**src/rtl/bus_pkg.sv**
```systemverilog
// Shared definitions for the 4-bit tri-state bus reader: FSM states, bus width
// and the source-select one-hot decoder.
package bus_pkg;

    localparam int BUS_W   = 4;
    localparam int MAX_SRC = 16;

    typedef enum logic [1:0] {
        ST_IDLE  = 2'd0,
        ST_TURN  = 2'd1,
        ST_DRIVE = 2'd2,
        ST_HOLD  = 2'd3
    } state_e;

    function automatic logic [MAX_SRC-1:0] onehot(input logic [3:0] sel);
        onehot = 16'h0001 << sel;
    endfunction

endpackage

```
**src/rtl/bus_wait_counter.sv**
```systemverilog
// Loadable down-counter with zero flag; times both the turnaround gap and the
// settle window of the bus reader.
module bus_wait_counter #(
    parameter int CNT_W = 1
) (
    input  logic             clk,
    input  logic             reset,
    input  logic             load_i,
    input  logic [CNT_W-1:0] load_val_i,
    input  logic             dec_i,
    output logic             zero_o
);

    logic [CNT_W-1:0] cnt_q;
    logic [CNT_W-1:0] cnt_d;

    // Next count: load wins over decrement; saturate at zero.
    always_comb begin
        cnt_d = cnt_q;
        if (load_i) begin
            cnt_d = load_val_i;
        end else if (dec_i && (cnt_q != {CNT_W{1'b0}})) begin
            cnt_d = cnt_q - {{(CNT_W-1){1'b0}}, 1'b1};
        end else begin
            cnt_d = cnt_q;
        end
    end

    // Count register.
    always_ff @(posedge clk or posedge reset) begin
        if (reset) begin
            cnt_q <= {CNT_W{1'b0}};
        end else begin
            cnt_q <= cnt_d;
        end
    end

    assign zero_o = (cnt_q == {CNT_W{1'b0}});

endmodule

```
**src/rtl/tri_bus_reader_4bit.sv**
```systemverilog
// Reader for the shared 4-bit tri-state bus: owns the buffer enables, inserts a
// turnaround gap, lets the bus settle, captures, and returns the value via valid/ready.
module tri_bus_reader_4bit
    import bus_pkg::*;
#(
    parameter int NUM_SRC       = 4,
    parameter int SEL_W         = 2,
    parameter int TURNAROUND    = 1,
    parameter int SETTLE_CYCLES = 1
) (
    input  logic               clk,
    input  logic               reset,
    input  logic               req,
    input  logic [SEL_W-1:0]   src_sel,
    input  logic [BUS_W-1:0]   bus_in,
    output logic [NUM_SRC-1:0] drv_en,
    output logic [BUS_W-1:0]   data_out,
    output logic               valid,
    input  logic               ready,
    output logic               err,
    output logic               busy
);

    localparam int MAX_WAIT = (TURNAROUND > SETTLE_CYCLES) ? TURNAROUND : SETTLE_CYCLES;
    localparam int CNT_W    = $clog2(MAX_WAIT + 1);

    state_e             state_q, state_d;
    logic [SEL_W-1:0]   sel_q, sel_d;
    logic [NUM_SRC-1:0] drv_en_q, drv_en_d;
    logic [BUS_W-1:0]   data_q, data_d;
    logic               valid_q, valid_d;
    logic               err_q, err_d;
    logic               busy_q, busy_d;

    logic               cnt_load_s;
    logic [CNT_W-1:0]   cnt_load_val_s;
    logic               cnt_dec_s;
    logic               cnt_zero_s;
    logic               sel_bad_s;

    assign sel_bad_s = (32'(src_sel) >= 32'(NUM_SRC));

    bus_wait_counter #(
        .CNT_W (CNT_W)
    ) u_wait (
        .clk        (clk),
        .reset      (reset),
        .load_i     (cnt_load_s),
        .load_val_i (cnt_load_val_s),
        .dec_i      (cnt_dec_s),
        .zero_o     (cnt_zero_s)
    );

    // Next-state, output and counter-control decode for the read sequence.
    always_comb begin
        state_d        = state_q;
        sel_d          = sel_q;
        drv_en_d       = drv_en_q;
        data_d         = data_q;
        valid_d        = valid_q;
        err_d          = err_q;
        cnt_load_s     = 1'b0;
        cnt_load_val_s = {CNT_W{1'b0}};
        cnt_dec_s      = 1'b0;

        case (state_q)
            ST_IDLE: begin
                drv_en_d = {NUM_SRC{1'b0}};
                if (req) begin
                    sel_d = src_sel;
                    if (sel_bad_s) begin
                        // Nothing on the bus to read: report the error without enabling anyone.
                        state_d = ST_HOLD;
                        err_d   = 1'b1;
                        valid_d = 1'b1;
                        data_d  = {BUS_W{1'b0}};
                    end else begin
                        state_d        = ST_TURN;
                        cnt_load_s     = 1'b1;
                        cnt_load_val_s = CNT_W'(TURNAROUND - 1);
                    end
                end else begin
                    state_d = ST_IDLE;
                end
            end
            ST_TURN: begin
                drv_en_d = {NUM_SRC{1'b0}};
                if (cnt_zero_s) begin
                    drv_en_d       = NUM_SRC'(onehot(4'(sel_q)));
                    cnt_load_s     = 1'b1;
                    cnt_load_val_s = CNT_W'(SETTLE_CYCLES);
                    state_d        = ST_DRIVE;
                end else begin
                    cnt_dec_s = 1'b1;
                end
            end
            ST_DRIVE: begin
                if (cnt_zero_s) begin
                    data_d   = bus_in;
                    drv_en_d = {NUM_SRC{1'b0}};
                    valid_d  = 1'b1;
                    state_d  = ST_HOLD;
                end else begin
                    cnt_dec_s = 1'b1;
                end
            end
            ST_HOLD: begin
                drv_en_d = {NUM_SRC{1'b0}};
                if (ready) begin
                    valid_d = 1'b0;
                    err_d   = 1'b0;
                    state_d = ST_IDLE;
                end else begin
                    state_d = ST_HOLD;
                end
            end
            default: begin
                state_d  = ST_IDLE;
                drv_en_d = {NUM_SRC{1'b0}};
                valid_d  = 1'b0;
                err_d    = 1'b0;
            end
        endcase

        busy_d = (state_d != ST_IDLE);
    end

    // State and registered outputs.
    always_ff @(posedge clk or posedge reset) begin
        if (reset) begin
            state_q  <= ST_IDLE;
            sel_q    <= {SEL_W{1'b0}};
            drv_en_q <= {NUM_SRC{1'b0}};
            data_q   <= {BUS_W{1'b0}};
            valid_q  <= 1'b0;
            err_q    <= 1'b0;
            busy_q   <= 1'b0;
        end else begin
            state_q  <= state_d;
            sel_q    <= sel_d;
            drv_en_q <= drv_en_d;
            data_q   <= data_d;
            valid_q  <= valid_d;
            err_q    <= err_d;
            busy_q   <= busy_d;
        end
    end

    assign drv_en   = drv_en_q;
    assign data_out = data_q;
    assign valid    = valid_q;
    assign err      = err_q;
    assign busy     = busy_q;

endmodule

```
**config.mk**
```make
export PLATFORM = sky130hd
export DESIGN_NAME = tri_bus_reader_4bit
export DESIGN_NICKNAME = d
export VERILOG_FILES = /design/src/rtl/bus_pkg.sv /design/src/rtl/bus_wait_counter.sv /design/src/rtl/tri_bus_reader_4bit.sv
export SDC_FILE = /design/constraint.sdc
export NUM_CORES = 1
export LEC_CHECK = 0
export BUFFER_PORTS_ARGS = -buffer_cell sky130_fd_sc_hd__clkbuf_2
export CAP_MARGIN = 15
export CORE_MARGIN = 3
export CORE_UTILIZATION = 35
export DETAILED_ROUTE_END_ITERATION = 12
export HOLD_SLACK_MARGIN = 0.02
export PLACE_DENSITY_LB_ADDON = 0.12
export SLEW_MARGIN = 15
export SYNTH_ARGS = -nofsm -noshare
export SYNTH_HDL_FRONTEND = slang
export SYNTH_SLANG_ARGS = --single-unit
```
**constraint.sdc**
```tcl
create_clock -name clk -period 1.8 [get_ports clk]
set_input_delay 0.36 -clock clk [delete_from_list [all_inputs] [get_ports clk]]
set_output_delay 0.36 -clock clk [all_outputs]
set_load 0.05 [all_outputs]
```
==> reports/metrics.cfg, run 1 <==
[place]
hpwl_um = 977
globalplace.congestion = 0.704
place_ws_ns = 0.247
io_buffer_count = 19

[route]
post_drt_wl_per_cell_um = 11.6
drt_wl_total_um = 1240
first_pass_iters = 4
drt-initial-drc-count = 9
drc_markers = 0
drtAntennaViolNets = 0
vias = 502
post_drt_via_cell_ratio = 4.69

[job]
max_cap_viol_count = 0

[sta]
post-route-period-util = 0.857
maxSlewHeadroom = 0.619
fin_tns_setup_ns = 0
drv_slew = 0
hold_viol = 0
worst_slew_pin_slew_ns = 0.571
final_critical_path_required_period_ns = 1.54
final_setup_violation_count = 0
setup_ws_ns = 0.257
rsz_0062_raised_after_global_routing = false
final_worst_clock_skew_ns = 0.00788
hold-worst-slack_ns = 0.0953
maxClockFrequency_mhz = 648

[clock_network]
cts_resized = 0
clock_tree_from_tritoncts = done
numCtsBuffers = 3
cts_buffer_depth = 2
cts_hold_repair.buffers = 0
cts-htree-levels = 1
ctsRootBufferMaster = sky130_fd_sc_hd__clkbuf_4
post-cts-setup-buffers = 0
clk_pin_slew_ns = 0.09
worst_skew_pair.late_latency_ns = 0.29
total_number_of_clock_tree_sinks = 15

[floorplanning]
placeable_area_um2 = 1860
placement_rows = 15
floorplan.io_pins = 21
floorplan.initialDensity = 0.395
die_w_um = 51.8
die_area_um2 = 2680
die_height_um = 51.8

[run_status]
status = completed

[synth]
synth.ff_latch_count = 15
syn-cell-area_um2 = 733
syn_inst = 62
mappedNetlistNets = 77
ys_warn_count = 0
syn_avg_cell_area_um2 = 11.8
synth_seq_area_share = 0.512
synth.distinct_cells = 22

[layout]
diodes = 0
layout-drive-gt1-share = 0.378
final_common_cell = sky130_fd_sc_hd__clkbuf_2
multi_input_gate_area_um2 = 313
filler_cell_count = 184
num-nets-final = 98
final_core_utilization = 0.461
seq_cell_area_um2 = 375
layout_common_cells = sky130_fd_sc_hd__clkbuf_2, sky130_fd_sc_hd__dfrtp_1, sky130_fd_sc_hd__nand2_1, sky130_fd_sc_hd__ha_1
area.growth.synth_to_final_pct = 16.9

[power]
power.density_cell_area_nw_per_um2 = 1890
power.leakage_nw = 0.430
ir_worst_vdd_mv = 0.836

[hold_path]
worstHoldPathType = in -> async

[global_route]
groute.usage.overall = 0.106
grt_pass1_wl_um = 2000
antenna_found_initial = 0
gr-total-overflow = 0
first_global_vias = 461
grt_start_max_net_pins = 16

[worst_setup_path]
crit_path_max_fanout = 8
critPathArrivalTime_ns = 1.72
critical_path.startpoint_type = flip-flop
timing_worst_setup_path_type = reg -> reg
cp_data_required_time_ns = 1.98
reg2reg_from = state_q[0]$_DFF_PP0_
startpoint = state_q[0]$_DFF_PP0_
critical_path.endpoint_type = flip-flop

[worst max-delay path: stages (launching register included)]
cell and delay, ns:
sky130_fd_sc_hd__dfrtp_1 0.44, sky130_fd_sc_hd__inv_1 0.10, sky130_fd_sc_hd__ha_1 0.30, sky130_fd_sc_hd__nor2b_4 0.29, sky130_fd_sc_hd__mux2_4 0.32
[metal layers]
metal | up-vias | wire [um] | global-route usage
met4 | 0 | 8 | 0.0524
met5 | - | 0 | 0
met2 | 21 | 545 | 0.157
li1 | 251 | - | -
met1 | 228 | 584 | 0.128
met3 | 2 | 105 | 0.0516
[metrics by stage]
step	instances	cell area, um2	power, mW
finish	107	857	1.62
global route	107	857	1.73
CTS	107	857	1.63
detailed placement	103	830	1.44
global placement	103	830	1.44
floorplan	62	733	1.29
[worst paths after layout]
kind | slack (ns) | endpoint | depth (start not counted)
max | 0.26 | data_out[1]$_DFFE_PP0P_ | 4
min | 0.1 | drv_en[2]$_DFFE_PP0P_ | 2
max reg2reg | 0.26 | data_out[1]$_DFFE_PP0P_ | 4
min reg2reg | 0.52 | data_out[0]$_DFFE_PP0P_ | 1
max in group asynchronous | 1.32 | busy$_DFF_PP0_ | 2
min in group clk | 0.30 | data_out[1]$_DFFE_PP0P_ | 2
[synth_stat cells]
cell,number,share of area
sky130_fd_sc_hd__nand2_1,5,0.026
sky130_fd_sc_hd__inv_1,4,0.020
sky130_fd_sc_hd__conb_1,1,0.0051
sky130_fd_sc_hd__buf_6,2,0.031
sky130_fd_sc_hd__mux2_2,2,0.031
sky130_fd_sc_hd__ha_1,5,0.085
sky130_fd_sc_hd__o21ai_0,3,0.020
sky130_fd_sc_hd__o31ai_1,2,0.020
sky130_fd_sc_hd__nor2b_1,2,0.017
sky130_fd_sc_hd__nand2b_1,2,0.017
sky130_fd_sc_hd__buf_4,1,0.010
sky130_fd_sc_hd__a31oi_1,1,0.0085
sky130_fd_sc_hd__o2bb2ai_1,1,0.012
sky130_fd_sc_hd__a22o_1,1,0.012
sky130_fd_sc_hd__a21o_2,1,0.012
sky130_fd_sc_hd__o22ai_1,1,0.0085
sky130_fd_sc_hd__a21oi_1,2,0.014
sky130_fd_sc_hd__mux2_4,4,0.082
sky130_fd_sc_hd__nor2_1,2,0.010
sky130_fd_sc_hd__dfrtp_1,15,0.51
sky130_fd_sc_hd__nand3_1,4,0.027
sky130_fd_sc_hd__nor2b_4,1,0.019
[registers in the layout (all words and copies together) (netlist names)]
register / flops
data_out: 4
drv_en: 4
sel_q: 2
state_q: 2
busy: 1
u_wait.cnt_q: 1
valid: 1
[area by class of cell]
type | instances | area share
Clock buffer | 3 | 0.0263
Sequential cell | 15 | 0.438
Inverter | 4 | 0.0175
Timing Repair Buffer | 19 | 0.111
Tap cell | 25 | 0.0365
Multi-Input combinational cell | 40 | 0.365
Clock inverter | 1 | 0.00584
[report_power, final]
part,switching (mW),internal [mW],total (mW)
registers,0.124,0.479,0.602
clock network,0.108,0.0826,0.190
logic,0.539,0.286,0.826
[kinds of logic after synthesis]
family | after synthesis | synth area share
multiplexers | 6 | 0.113
other | 1 | 0.00511
buffers and inverters | 7 | 0.0614
adder cells (fa/ha/maj) | 5 | 0.0853
AND/OR/NAND/NOR | 16 | 0.116
AO/OA/AOI/OAI | 12 | 0.108
flip-flops | 15 | 0.512
Power figures use the tool's default switching activity.
==> run 2: changes to the inputs <==
--- a/config.mk
+++ b/config.mk
@@ -5,8 +5,10 @@
 export SDC_FILE = /design/constraint.sdc
 export NUM_CORES = 1
 export LEC_CHECK = 0
+export ABC_CLOCK_PERIOD_IN_PS = 1800
 export BUFFER_PORTS_ARGS = -buffer_cell sky130_fd_sc_hd__clkbuf_2
 export CAP_MARGIN = 15
+export CORE_ASPECT_RATIO = 0.7
 export CORE_MARGIN = 3
 export CORE_UTILIZATION = 35
 export DETAILED_ROUTE_END_ITERATION = 12
==> run 2 against run 1 <==
  * Register-to-register slack gained 0.12 ns
  * Global-route usage increased by 1.1 points
  * Non-clock buffer count rose by 1
  * Critical endpoint is now busy$_DFF_PP0_
  * Largest power group unchanged
==> reports/metrics.cfg, run 2 (synthesized netlist as in run 1, its figures left out) <==
[layout]
area.growth.synth_to_final_pct = 17.2
num-nets-final = 99
layout-drive-gt1-share = 0.373
diodes = 0
layout_common_cells = sky130_fd_sc_hd__clkbuf_2, sky130_fd_sc_hd__dfrtp_1, sky130_fd_sc_hd__nand2_1, sky130_fd_sc_hd__ha_1
final_common_cell = sky130_fd_sc_hd__clkbuf_2
stdcell_area_um2 = 860

[worst_setup_path]
timing_worst_setup_path_type = reg -> reg
crit_path_max_fanout = 7
critical_path.startpoint_type = flip-flop
startpoint = state_q[0]$_DFF_PP0_
reg2reg_from = state_q[0]$_DFF_PP0_
critical_path.endpoint_type = flip-flop
critPathArrivalTime_ns = 1.58
cp_data_required_time_ns = 1.96

[clock_network]
post-cts-setup-buffers = 0
total_number_of_clock_tree_sinks = 15
clk_pin_slew_ns = 0.09
clock_tree_from_tritoncts = done
cts_buffer_depth = 2
cts_resized = 0
numCtsBuffers = 3
worst_skew_pair.late_latency_ns = 0.28
cts_hold_repair.buffers = 0
ctsRootBufferMaster = sky130_fd_sc_hd__clkbuf_4
cts-htree-levels = 1

[power]
ir_worst_vdd_mv = 0.795
portion_of_total_power_attributed_to_sequential_cells = 0.368
power.switching_fraction = 0.474
comb_power_share = 0.515
power.density_cell_area_nw_per_um2 = 1900
net-switching-power_uw = 772
power.clock.fraction = 0.117
power.leakage_nw = 0.432
p_int_uw = 857

[floorplanning]
placeable_area_um2 = 1920
floorplan.initialDensity = 0.382
die_area_um2 = 2690
placement_rows = 13
die_w_um = 60.7
floorplan.io_pins = 21
die_height_um = 44.3

[global_route]
groute.usage.overall = 0.117
gr-total-overflow = 0
grt_pass1_wl_um = 2260
first_global_vias = 496
antenna_found_initial = 0
grt_start_max_net_pins = 16

[route]
drtAntennaViolNets = 0
drt_wl_total_um = 1300
vias = 505
post_drt_via_cell_ratio = 4.81
drt-initial-drc-count = 6
drc_markers = 0
first_pass_iters = 2
post_drt_wl_per_cell_um = 12.3

[place]
hpwl_um = 1040
globalplace.congestion = 0.678
io_buffer_count = 19
postPlaceCellArea_um2 = 833

[sta]
drv_slew = 0
final_setup_violation_count = 0
post-route-period-util = 0.789
maxClockFrequency_mhz = 704
final_worst_clock_skew_ns = 0.00313
fin_tns_setup_ns = 0
maxSlewHeadroom = 0.622
worst_slew_pin_slew_ns = 0.566
final_critical_path_required_period_ns = 1.42
hold_viol = 0
rsz_0062_raised_after_global_routing = false

[job]
max_cap_viol_count = 0

[hold_path]
worstHoldPathType = in -> async

[run_status]
status = completed

-- run 2: cell types whose count changed in the layout (fill, tap and decap cells not counted) --
| cell | before | now |
|---|---|---|
| sky130_fd_sc_hd__clkinv_2 | 1 | 0 |
| sky130_fd_sc_hd__clkbuf_1 | 0 | 1 |
| sky130_fd_sc_hd__buf_4 | 0 | 1 |
-- run 2: power groups by stage --
stage	clock, mW	sequential [mW]	combinational (mW)
3_3_place_gp	0	0.599	0.849
4_1_cts	0.204	0.602	0.850
5_1_grt	0.219	0.624	0.909
6_report	0.191	0.599	0.839
2_1_floorplan	0	0.873	0.421
3_5_place_dp	0	0.608	0.848
-- run 2: final cells by class --
cell class | count | area (um2)
multi-input cells | 40 | 313
well taps | 22 | 27.5
inverters | 4 | 15.0
clock buffers | 4 | 26.3
repair buffers | 20 | 103
fillers | 195 | 1060
flip-flops and latches | 15 | 375
-- run 2: stage by stage --
stage / hold slack [ns] / total power, mW / setup WS [ns] / instances / utilization
2_1_floorplan: 0.261 / 1.29 / 0.415 / 62 / -
3_3_place_gp: 0.427 / 1.45 / 0.425 / 101 / 0.434
3_5_place_dp: 0.435 / 1.46 / 0.395 / 101 / 0.434
4_1_cts: 0.122 / 1.66 / 0.376 / 105 / 0.448
5_1_grt: 0.146 / 1.75 / 0.284 / 105 / 0.448
6_report: 0.0982 / 1.63 / 0.380 / 105 / 0.448
-- run 2: path summary, 6_finish.rpt --
check                                          end  slack, ns  depth (start not counted)
min                        data_out[1]$_DFFE_PP0P_        0.1                          2
max reg2reg                         busy$_DFF_PP0_       0.38                          6
min reg2reg                data_out[1]$_DFFE_PP0P_       0.52                          1
max in group asynchronous        valid$_DFFE_PP0P_       1.33                          2
max                                 busy$_DFF_PP0_       0.38                          6
min in group clk           data_out[0]$_DFFE_PP0P_       0.31                          2
-- run 2: critical path, cell delays in order, from the launching register on --
cell	delay, ns
sky130_fd_sc_hd__dfrtp_1	0.42
sky130_fd_sc_hd__inv_1	0.08
sky130_fd_sc_hd__ha_1	0.21
sky130_fd_sc_hd__buf_4	0.16
sky130_fd_sc_hd__a21o_2	0.17
sky130_fd_sc_hd__o21ai_0	0.11
sky130_fd_sc_hd__a31oi_1	0.13
-- run 2: layer usage --
layer	routed length (um)	GRT usage
met4	12	0.0390
met1	654	0.161
met3	80	0.0525
met5	0	0
met2	547	0.164
